===== src/rtl/tweet_relay.sv =====
// tweet_relay: UART byte store-and-forward; RX bytes queue in a DEPTH FIFO, a debounced button drains them on TX.
// Latency: byte counted 1 cycle after its stop sample; TX starts 1 cycle after debounced press. No backpressure: full FIFO drops and flags overflow.
// Build option TWEET_RELAY_PARITY_EN adds an even-parity bit to RX and TX frames.
module tweet_relay #(
    parameter int CLK_HZ       = 50_000_000,
    parameter int BAUD         = 9600,
    parameter int DATA_BITS    = 8,
    parameter int DEPTH        = 16,
    parameter int DEBOUNCE_CYC = 50_000
) (
    input  logic                     sysclk,
    input  logic                     reset,
    input  logic                     serial_in,
    input  logic                     btn_write,
    output logic                     serial_out,
    output logic                     in_debug,
    output logic                     out_debug,
    output logic [$clog2(DEPTH):0]   count,
    output logic                     overflow,
    output logic                     frame_err
);
    localparam int BIT_CYC  = CLK_HZ / BAUD;
    localparam int HALF_CYC = BIT_CYC / 2;
`ifdef TWEET_RELAY_PARITY_EN
    localparam int PAR_BITS = 1;
`else
    localparam int PAR_BITS = 0;
`endif
    localparam int NB = DATA_BITS + PAR_BITS;
    localparam int AW = $clog2(DEPTH);
    localparam int CW = $clog2(BIT_CYC + 1);
    localparam int IW = $clog2(NB + 1);
    localparam int DW = $clog2(DEBOUNCE_CYC + 1);

    localparam logic [CW-1:0] BIT_LAST  = CW'(BIT_CYC - 1);
    localparam logic [CW-1:0] HALF_LAST = CW'(HALF_CYC - 1);
    localparam logic [IW-1:0] NB_LAST   = IW'(NB - 1);
    localparam logic [DW-1:0] DB_LAST   = DW'(DEBOUNCE_CYC - 1);
    localparam logic [AW:0]   FULL_CNT  = (AW + 1)'(DEPTH);
    localparam logic [AW:0]   ONE_CNT   = (AW + 1)'(1);

    typedef enum logic [1:0] {RX_IDLE, RX_START, RX_DATA, RX_STOP} rx_state_t;
    typedef enum logic [1:0] {TX_IDLE, TX_START, TX_DATA, TX_STOP} tx_state_t;

    // rx_sync_q[2] is the previous synchronised sample, used for start-edge detection
    logic [2:0] rx_sync_q;
    logic [1:0] btn_sync_q;
    logic       rx_s, rx_fall, btn_s;

    assign rx_s    = rx_sync_q[1];
    assign rx_fall = rx_sync_q[2] & ~rx_sync_q[1];
    assign btn_s   = btn_sync_q[1];

    logic          db_level_q, db_level_d, db_rise;
    logic [DW-1:0] db_cnt_q, db_cnt_d;

    rx_state_t     rx_state_q, rx_state_d;
    logic [CW-1:0] rx_cnt_q, rx_cnt_d;
    logic [IW-1:0] rx_idx_q, rx_idx_d;
    logic [NB-1:0] rx_sh_q, rx_sh_d;
    logic          rx_push, rx_bad, rx_par_ok;

    logic [DATA_BITS-1:0] mem_q [DEPTH];
    logic [AW-1:0]        wr_ptr_q, rd_ptr_q;
    logic [AW:0]          count_q;
    logic                 fifo_full, fifo_pop, push_ok;
    logic [DATA_BITS-1:0] head;
    logic [NB-1:0]        tx_frame;

    tx_state_t     tx_state_q, tx_state_d;
    logic [CW-1:0] tx_cnt_q, tx_cnt_d;
    logic [IW-1:0] tx_idx_q, tx_idx_d;
    logic [NB-1:0] tx_sh_q, tx_sh_d;
    logic [AW:0]   tx_left_q, tx_left_d;
    logic          drain_q, drain_d, tx_line_d, ov_clr;

    logic serial_out_q, in_debug_q, overflow_q, overflow_d, frame_err_q;

    assign fifo_full = (count_q == FULL_CNT);
    assign push_ok   = rx_push & (~fifo_full | fifo_pop);
    assign head      = mem_q[rd_ptr_q];

`ifdef TWEET_RELAY_PARITY_EN
    assign rx_par_ok = ~^rx_sh_q;
    assign tx_frame  = {^head, head};
`else
    assign rx_par_ok = 1'b1;
    assign tx_frame  = head;
`endif

    always_comb begin
        db_level_d = db_level_q;
        db_cnt_d   = '0;
        if (btn_s != db_level_q) begin
            if (db_cnt_q == DB_LAST) db_level_d = btn_s;
            else                     db_cnt_d   = db_cnt_q + 1'b1;
        end
        db_rise = db_level_d & ~db_level_q;
    end

    always_comb begin
        rx_state_d = rx_state_q;
        rx_cnt_d   = rx_cnt_q + 1'b1;
        rx_idx_d   = rx_idx_q;
        rx_sh_d    = rx_sh_q;
        rx_push    = 1'b0;
        rx_bad     = 1'b0;
        case (rx_state_q)
            RX_IDLE: begin
                rx_cnt_d = '0;
                if (rx_fall) rx_state_d = RX_START;
            end
            RX_START: if (rx_cnt_q == HALF_LAST) begin
                rx_cnt_d   = '0;
                rx_idx_d   = '0;
                rx_state_d = rx_s ? RX_IDLE : RX_DATA;
            end
            RX_DATA: if (rx_cnt_q == BIT_LAST) begin
                rx_cnt_d = '0;
                rx_sh_d  = {rx_s, rx_sh_q[NB-1:1]};
                rx_idx_d = rx_idx_q + 1'b1;
                if (rx_idx_q == NB_LAST) rx_state_d = RX_STOP;
            end
            RX_STOP: if (rx_cnt_q == BIT_LAST) begin
                rx_state_d = RX_IDLE;
                if (rx_s && rx_par_ok) rx_push = 1'b1;
                else                   rx_bad  = 1'b1;
            end
            default: rx_state_d = RX_IDLE;
        endcase
    end

    // Drain length is snapshotted at start so bytes arriving mid-drain wait for the next press
    always_comb begin
        tx_state_d = tx_state_q;
        tx_cnt_d   = tx_cnt_q + 1'b1;
        tx_idx_d   = tx_idx_q;
        tx_sh_d    = tx_sh_q;
        tx_left_d  = tx_left_q;
        drain_d    = drain_q;
        fifo_pop   = 1'b0;
        ov_clr     = 1'b0;
        case (tx_state_q)
            TX_IDLE: begin
                tx_cnt_d = '0;
                if (db_rise && count_q != '0) begin
                    fifo_pop   = 1'b1;
                    tx_sh_d    = tx_frame;
                    tx_left_d  = count_q;
                    drain_d    = 1'b1;
                    ov_clr     = 1'b1;
                    tx_state_d = TX_START;
                end
            end
            TX_START: if (tx_cnt_q == BIT_LAST) begin
                tx_cnt_d   = '0;
                tx_idx_d   = '0;
                tx_state_d = TX_DATA;
            end
            TX_DATA: if (tx_cnt_q == BIT_LAST) begin
                tx_cnt_d = '0;
                tx_sh_d  = {1'b0, tx_sh_q[NB-1:1]};
                tx_idx_d = tx_idx_q + 1'b1;
                if (tx_idx_q == NB_LAST) tx_state_d = TX_STOP;
            end
            TX_STOP: if (tx_cnt_q == BIT_LAST) begin
                tx_cnt_d  = '0;
                tx_left_d = tx_left_q - 1'b1;
                if (tx_left_q == ONE_CNT) begin
                    drain_d    = 1'b0;
                    tx_state_d = TX_IDLE;
                end else begin
                    fifo_pop   = 1'b1;
                    tx_sh_d    = tx_frame;
                    tx_state_d = TX_START;
                end
            end
            default: tx_state_d = TX_IDLE;
        endcase
        case (tx_state_d)
            TX_START: tx_line_d = 1'b0;
            TX_DATA:  tx_line_d = tx_sh_d[0];
            default:  tx_line_d = 1'b1;
        endcase
    end

    always_comb begin
        overflow_d = overflow_q;
        if (ov_clr) overflow_d = 1'b0;
        if (rx_push && fifo_full && !fifo_pop) overflow_d = 1'b1;
    end

    always_ff @(posedge sysclk) begin
        if (push_ok) mem_q[wr_ptr_q] <= rx_sh_q[DATA_BITS-1:0];
    end

    always_ff @(posedge sysclk or negedge reset) begin
        if (!reset) begin
            rx_sync_q    <= '1;
            btn_sync_q   <= '0;
            db_level_q   <= 1'b0;
            db_cnt_q     <= '0;
            rx_state_q   <= RX_IDLE;
            rx_cnt_q     <= '0;
            rx_idx_q     <= '0;
            rx_sh_q      <= '0;
            wr_ptr_q     <= '0;
            rd_ptr_q     <= '0;
            count_q      <= '0;
            tx_state_q   <= TX_IDLE;
            tx_cnt_q     <= '0;
            tx_idx_q     <= '0;
            tx_sh_q      <= '0;
            tx_left_q    <= '0;
            drain_q      <= 1'b0;
            serial_out_q <= 1'b1;
            in_debug_q   <= 1'b0;
            overflow_q   <= 1'b0;
            frame_err_q  <= 1'b0;
        end else begin
            rx_sync_q    <= {rx_sync_q[1:0], serial_in};
            btn_sync_q   <= {btn_sync_q[0], btn_write};
            db_level_q   <= db_level_d;
            db_cnt_q     <= db_cnt_d;
            rx_state_q   <= rx_state_d;
            rx_cnt_q     <= rx_cnt_d;
            rx_idx_q     <= rx_idx_d;
            rx_sh_q      <= rx_sh_d;
            tx_state_q   <= tx_state_d;
            tx_cnt_q     <= tx_cnt_d;
            tx_idx_q     <= tx_idx_d;
            tx_sh_q      <= tx_sh_d;
            tx_left_q    <= tx_left_d;
            drain_q      <= drain_d;
            serial_out_q <= tx_line_d;
            in_debug_q   <= (rx_state_d != RX_IDLE);
            overflow_q   <= overflow_d;
            frame_err_q  <= rx_bad;
            if (push_ok)  wr_ptr_q <= wr_ptr_q + 1'b1;
            if (fifo_pop) rd_ptr_q <= rd_ptr_q + 1'b1;
            case ({push_ok, fifo_pop})
                2'b10:   count_q <= count_q + 1'b1;
                2'b01:   count_q <= count_q - 1'b1;
                default: count_q <= count_q;
            endcase
        end
    end

    assign serial_out = serial_out_q;
    assign in_debug   = in_debug_q;
    assign out_debug  = drain_q;
    assign count      = count_q;
    assign overflow   = overflow_q;
    assign frame_err  = frame_err_q;

endmodule

===== config.mk =====
export PLATFORM = sky130hd
export DESIGN_NAME = tweet_relay
export DESIGN_NICKNAME = d
export VERILOG_FILES = /design/src/rtl/tweet_relay.sv
export SDC_FILE = /design/constraint.sdc
export NUM_CORES = 1
export LEC_CHECK = 0
export ABC_AREA = 1
export BUFFER_PORTS_ARGS = -buffer_cell sky130_fd_sc_hd__buf_4
export CAP_MARGIN = 20
export CORE_UTILIZATION = 57
export DETAILED_ROUTE_END_ITERATION = 8
export PLACE_DENSITY = 0.78
export SLEW_MARGIN = 20
export SYNTH_ARGS = -nofsm -noshare
export SYNTH_HDL_FRONTEND = slang
export SYNTH_SLANG_ARGS = --single-unit

===== constraint.sdc =====
create_clock -name sysclk -period 2.3 [get_ports sysclk]
set_input_delay 0 -clock sysclk [delete_from_list [all_inputs] [get_ports sysclk]]
set_output_delay 0 -clock sysclk [all_outputs]
set_load 0.05 [all_outputs]

==> impl_results.md, run 1 <==
* Rows at 48
* Largest net degree at the start of global routing at between 50 and 60
* Int Power at 6.67 mW
* Pwr Total at 8.43 mW
* Wire per inst at 17.6 µm
* Slew HR at 51.9%
* H-tree Lvls at 1
* Port bufs at 13
* Gate Count Post-Synth at around 980
* Worst Path Max Fanout at 8
* Clock-pin slew on the worst setup and hold paths at ~0.060 ns
* TritonCTS clock tree: yes
* Synthesized area at 10300 µm²
* Via count at 7577
* GRT Residual Overflow at 0
* Met2 Use GR at 42.4%
* Top Usage Layer GRT: met2
* Fill cells at around 1200
* Max cap viols at 0
* P&R area growth vs syn at 16.8%
* YS warnings at 0
* Number of flops mapped to enable cells by yosys at 128
* Core area at approximately 17000 µm²
* Crit. End Element: flop
* Worst min path class: input pin to async pin
* Register area share after synthesis at 61.6%
* Clock power share at 45.0%
* Power Density at 702 nW/µm²
* Most frequent cells in the layout: 137 x nor2_1, 129 x nand2_1, 128 x edfxtp_1
* Clock root cell: clkbuf_16
* FFs w/ async S/R, synth at 43.6%
* R2R Path Start: rx_cnt_q[0]
* GRT met3 Usage at 3.28%
* Post-route clock period utilization at 102%
* Area contributors post-synth: edfxtp_1 37%, dfrtp_1 23%, nor2_1 5.3%
* Antenna Violating Nets Remaining at 0
* Leading area contributor after synthesis: edfxtp_1
* Fraction of layout cells with a size suffix above 1 at 17.2%
* Commonest non-fill, non-tap cell in the layout: nor2_1
* Total negative slack at -1.39 ns
* Critical path buffers and inverters at 2
* Sw Ratio at 20.8%
* LEAKAGE at 4.62 nW
* Post-layout nets at 1082
* Die area at about 19000 µm²
* Combinational power share at under 10%
* DR iter-0 viols at around 690
* Final Hold Violating Endpoints at 0
* Cell family with most CP delay: simple AND/OR/NAND/NOR gates
* # setup viols final at 73
* Dpl hpwl at between 10000 and 15000 µm
* Drt pass-1 iters at 5
* CP Launch Point: rx_cnt_q[0]
* Max Buffers Root-to-Sink at 3
* Final WS setup at -0.0481 ns
* Max IR drop VDD at between 0.0007 and 0.0008 V
* Vias in the first global route at 7341
* CP peak stage delay at 0.37 ns
* Hold slack at 0.0526 ns
* Final Max Slew Viols at 0
* Syn_nets at around 1000
* Max stage delay cell, worst path: dfrtp_1
* Net Switching at 1.75 mW
* Status: finished with violations
* Setup crit start kind: flop
* Total wire length at 22900 µm
* Die Y-Extent at 136 µm
* Footprint of the multi-input gates at 3570 µm²
* Initial antenna violation count at 0
* DRC viols at 0
* Post-synth cell types at 52
* Max Freq at around 0.43 GHz
* Register Area at 6330 µm²
* Total track usage at 25.5%
* Diodes inserted at 0
* Critical path type: flop to flop
* Worst EP required at 2.51 ns
* CTS buffer count at 24
* Via density at between 5 and 6
* # IOs at 14
* Initial Util at 59.0%
* Latest clock arrival within the worst-skew pair at 0.52 ns
* Post-synth top area share at 37.4%
* Seq cells post-synth at about 230
* Sequential Power Share at 52.0%
* Syn_area_per_cell at 10.4 µm²
* Met1 Usage GRT at 34.4%
* RSZ-0062 raised after global routing: true
* Sink Count at 227
* Period minus WS final at 2.35 ns
* Worst Max-Slew Pin Slew at 0.721 ns
* Clock skew at 0.0148 ns
* Failing checks: setup timing
* RD Place Congestion at 0.907
* Critical Path AT at about 2.6 ns
* First-pass GRT wire length at 36600 µm
* Die width at 136 µm
* CP Cell Sequence: ha_2 > nand2_2 > nor3_4 > nand3_2 > nor3_4 > inv_1 > nor2_4 > nand2_2 > nor2_1 > buf_4
* Primary FF master, synth: edfxtp_1
[metal layers]
| layer | wire [µm] | part of all wire (%) |
|---|---|---|
| met1 | 9270 | 41 |
| met2 | 11400 | 50 |
| met3 | 1490 | 6.5 |
| met4 | 679 | 3.0 |
| met5 | 0 | 0 |
[power groups by stage]
stage / Combinational (mW) / Sequential (mW) / Clock [mW]
2_1_floorplan: 0.132 / 4.45 / 0
3_3_place_gp: 0.219 / 4.45 / 0
3_5_place_dp: 0.223 / 4.45 / 0
4_1_cts: 0.232 / 4.37 / 3.85
5_1_grt: 0.289 / 4.39 / 4.01
6_report: 0.254 / 4.38 / 3.79
[kinds of logic after synthesis]
kind of cell	count (synthesis)	synth area share [%]
DFF	227	61.6
and+or+nand+nor	383	17.6
xor gates and xnor gates	20	1.71
buffers and inverters	125	4.80
AOI/OAI and AO/OA	208	11.8
adders and majority gates	20	2.44
muxes	1	0.0975
[sequential cells by signal (all words and copies together) (netlist names), 2 cells and up]
signal	count
rx_state_q	2
btn_sync_q	2
mem_q	128
db_cnt_q	16
wr_ptr_q	4
tx_state_q	2
rx_sh_q	8
rx_sync_q	3
rx_idx_q	4
rx_cnt_q	13
tx_idx_q	4
rd_ptr_q	4
tx_cnt_q	13
tx_left_q	5
tx_sh_q	8
count	5
[synthesized netlist by cell type, types with 2 or more instances]
master,n
nor3_2,4
nand2_1,134
o21a_1,2
a21oi_1,38
a211oi_1,3
inv_1,81
a32o_1,4
nor4_2,2
inv_2,12
dfstp_2,4
buf_2,8
ha_1,20
nand3_1,38
o21ai_0,96
a22oi_1,7
nand4_1,10
a22o_1,3
nand2_4,2
clkbuf_1,16
xor2_1,17
o21ai_1,13
nor2_2,5
xnor2_1,3
nor3_1,15
nand3_2,2
nor2_4,4
o22ai_1,14
a31oi_1,2
nand3_4,3
dfrtp_1,95
nor2_1,145
buf_4,2
o211ai_1,6
nand2_2,9
clkinv_1,4
edfxtp_1,128
nand4_2,3
o221ai_1,16
[timing repair]
action                                  4_1_cts  5_1_grt
buffers inserted                              0       10
endpoints found under the setup margin        9      130
hold buffers                                  3        0
endpoints found under the hold margin        82        0
resized for setup                             6       35
pin swaps                                     2       13
[stage by stage]
step	instances	setup slack [ns]	utilization, %	instance area [µm²]
6_report	1300	-0.0481	68.9	12000
5_1_grt	1300	-0.196	68.9	12000
4_1_cts	1290	0.0179	67.8	11800
3_5_place_dp	1244	-0.0306	63.0	11000
3_3_place_gp	1244	0.106	63.0	11000
2_1_floorplan	984	-0.0574	-	10300
[final cells by class]
class                   instances  area share [%]
flip-flops and latches        227            52.8
multi-input cells             632            29.8
repair buffers                 74            5.50
clock buffers                  29            5.16
inverters                      99            3.18
well taps                     225            2.35
clock inverters                14            1.28
[worst paths after layout]
check | end | slack [ns] | depth (start not counted)
setup reg to reg | mem_q[14][4] | -0.05 | 10
setup / recovery | mem_q[14][4] | -0.05 | 10
max in group asynchronous | rx_sync_q[0] | 1.56 | 3
min in group sysclk | rx_sync_q[0] | 0.15 | 2
hold reg to reg | rx_sync_q[1] | 0.36 | 0
hold / removal | db_cnt_q[7] | 0.05 | 2
Note: power is estimated with default switching activity, not from simulation.
==> run 2: changes to the inputs <==
CORE_UTILIZATION = 63   (was 57)
PLACE_DENSITY = 0.82   (was 0.78)
clock period = 2.6 ns   (was 2.3 ns; I/O delays follow)
==> run 2 against run 1 <==
The flow now finishes without violations; critical path depth is 4 higher; total power decreased by 12%; sequential share of layout area increased by 1.7 points; highest routed layer unchanged; critical endpoint is now count[4]; cell area is 3.2% lower; cell count decreased by 2.5%.
==> impl_results.md, run 2 (synthesis gave the netlist of run 1 again) <==
* Initial antenna violation count at 0 (unchanged)
* Post-layout nets at 1059 (-2.1%)
* Worst EP required at 3.01 ns (+0.50 ns)
* Pwr Total at 7.40 mW (-12%)
* Period minus WS final at 2.39 ns (+0.0465 ns)
* Total track usage at 27.8% (+2.4 points)
* Fraction of layout cells with a size suffix above 1 at 13.6% (-3.6 points)
* P&R area growth vs syn at 13.1%
* Clock skew at 0.0235 ns (+0.00869 ns)
* Power Density at 637 nW/µm² (-9.4%)
* Via count at 7391 (-2.5%)
* Reg2Reg Depth at 14 (+4)
* Setup crit start kind: flop
* Worst min path class: input pin to async pin
* Commonest non-fill, non-tap cell in the layout: nor2_1
* Max Freq at 0.418 GHz (-1.9%)
* Post-Layout Cell Count at 1268 (-2.5%)
* Worst slack at placement at 0.192 ns (+0.223 ns)
* CP peak stage delay at 0.42 ns (+0.05 ns)
* Max Buffers Root-to-Sink at 3 (unchanged)
* Final Max Slew Viols at 0 (unchanged)
* Die width at 130 µm (-4.8%)
* Vias in the first global route at 7355 (+0.19%)
* Worst reg2reg path endpoint: count[4]
* Latest clock arrival within the worst-skew pair at 0.53 ns (about the same)
* Status: complete, no violations
* Placed Cells at 1219 (-2.0%)
* Die area at 16800 µm² (-9.4%)
* Hold slack at 0.0295 ns (-0.0231 ns)
* Register Area at 6330 µm² (about the same)
* Port bufs at 13 (unchanged)
* Most frequent cells in the layout: 145 x nor2_1, 134 x nand2_1, 128 x edfxtp_1
* Wire per inst at 17.7 µm (+0.68%)
* # setup viols final at 0 (-100%)
* Sink Count at 227 (unchanged)
* Initial Util at 64.7% (+5.7 points)
* CTS buffer count at 24 (unchanged)
* Rows at 46 (-4.2%)
* Largest net degree at the start of global routing at 56 (+1.8%)
* Max IR drop VDD at 0.000676 V (-13%)
* Crit. End Element: flop
* Final WS setup at 0.205 ns (+0.253 ns)
* Max cap viols at 0 (unchanged)
* Clock-pin slew on the worst setup and hold paths at 0.06 ns (about the same)
* CP Cell Sequence: inv_1 > ha_2 > clkinvlp_4 > nand2_2 > nor2_4 > ha_1 > inv_1 > nor2_1 > nor2_1 > o21ai_1 > nand2_1 > nand2_1 > nand2_1 > nand2_1
* Most flops, register: mem_q
* Critical Path AT at 2.80 ns (+0.24 ns)
* Finished Core Util at 73.1% (+4.3 points)
* Dpl hpwl at 14300 µm (-1.1%)
* Slew HR at 54.2% (+2.3 points)
* Post-route clock period utilization at 92.1% (-10 points)
* R2r setup slk at 0.21 ns (+0.25 ns)
* Worst Max-Slew Pin Slew at 0.688 ns (-0.0339 ns)
* H-tree Lvls at 1 (unchanged)
* # IOs at 14 (unchanged)
* Antenna Violating Nets Remaining at 0 (unchanged)
* Final Hold Violating Endpoints at 0 (unchanged)
* Max stage delay cell, worst path: dfrtp_1
* Drt pass-1 iters at 6 (+1)
* CP Launch Point: tx_state_q[0]
* Footprint of the multi-input gates at 3450 µm² (-3.3%)
* Biggest registers after layout: mem_q: 128 flops, db_cnt_q: 16 flops
* Most used cell, CP: nand2_1
* Critical path type: flop to flop
* Die Y-Extent at 130 µm (-4.8%)
* Max reg flops at 128 (unchanged)
* LEAKAGE at 4.46 nW (-3.5%)
* RD Place Congestion at 0.886 (-2.3%)
* Core area at 15900 µm² (-8.8%)
* Clock root cell: clkbuf_16
* First-pass GRT wire length at 35700 µm (-2.4%)
* Via density at 5.83 (about the same)
* TritonCTS clock tree: yes
* R2R Path Start: tx_state_q[0]
* Total wire length at 22500 µm (-1.8%)
* Worst Path Max Fanout at 7 (-1)
* Diodes inserted at 0 (unchanged)
* DRC viols at 0 (unchanged)
* Fill cells at 1039 (-17%)
* DR iter-0 viols at 723 (+5.1%)
* GRT Residual Overflow at 0 (unchanged)
[run 2: cell type report]
| type | instances | share of cell area [%] |
|---|---|---|
| clock buffers | 30 | 5.53 |
| flip-flops and latches | 227 | 54.5 |
| well taps | 216 | 2.33 |
| clock inverters | 13 | 1.11 |
| repair buffers | 51 | 3.57 |
| multi-input cells | 632 | 29.7 |
| inverters | 99 | 3.28 |
[run 2: worst max path at each step]
stage / to
after floorplan: mem_q[0][0]
after global placement: count[4]
after detailed placement: count[4]
after CTS: count[4]
after global routing: count[4]
final: count[4]
[run 2: layer usage]
metal  track usage, %  vias up  wire length, µm
li1                 -     3505                -
met4             11.4        0              704
met3             4.09       61             1500
met2             47.7      264            11100
met1             35.7     3561             9120
met5                0        -                0
[run 2: power by group]
| part | internal (mW) | switching, mW |
|---|---|---|
| clock network | 1.95 | 1.37 |
| registers | 3.83 | 0.0422 |
| logic | 0.0657 | 0.137 |
[run 2: through the flow]
step	TNS, ns	area [µm²]
3_3_place_gp	0	10800
2_1_floorplan	0	10300
5_1_grt	-0.00519	11600
6_report	0	11600
3_5_place_dp	0	10800
4_1_cts	0	11600
[run 2: what timing repair did]
action	in CTS	in global routing
buffers inserted	0	3
endpoints found under the hold margin	65	0
hold buffers	3	0
setup endpoints to repair	0	1
resized for setup	0	2
[run 2: worst max-delay path, delay by kind of cell, from the launching register on]
| family | cells | cell delay, ns |
|---|---|---|
| and+or+nand+nor | 8 | 0.59 |
| adders and majority gates | 2 | 0.74 |
| AOI/OAI and AO/OA | 1 | 0.08 |
| buffers and inverters | 3 | 0.45 |
| DFF | 1 | 0.42 |
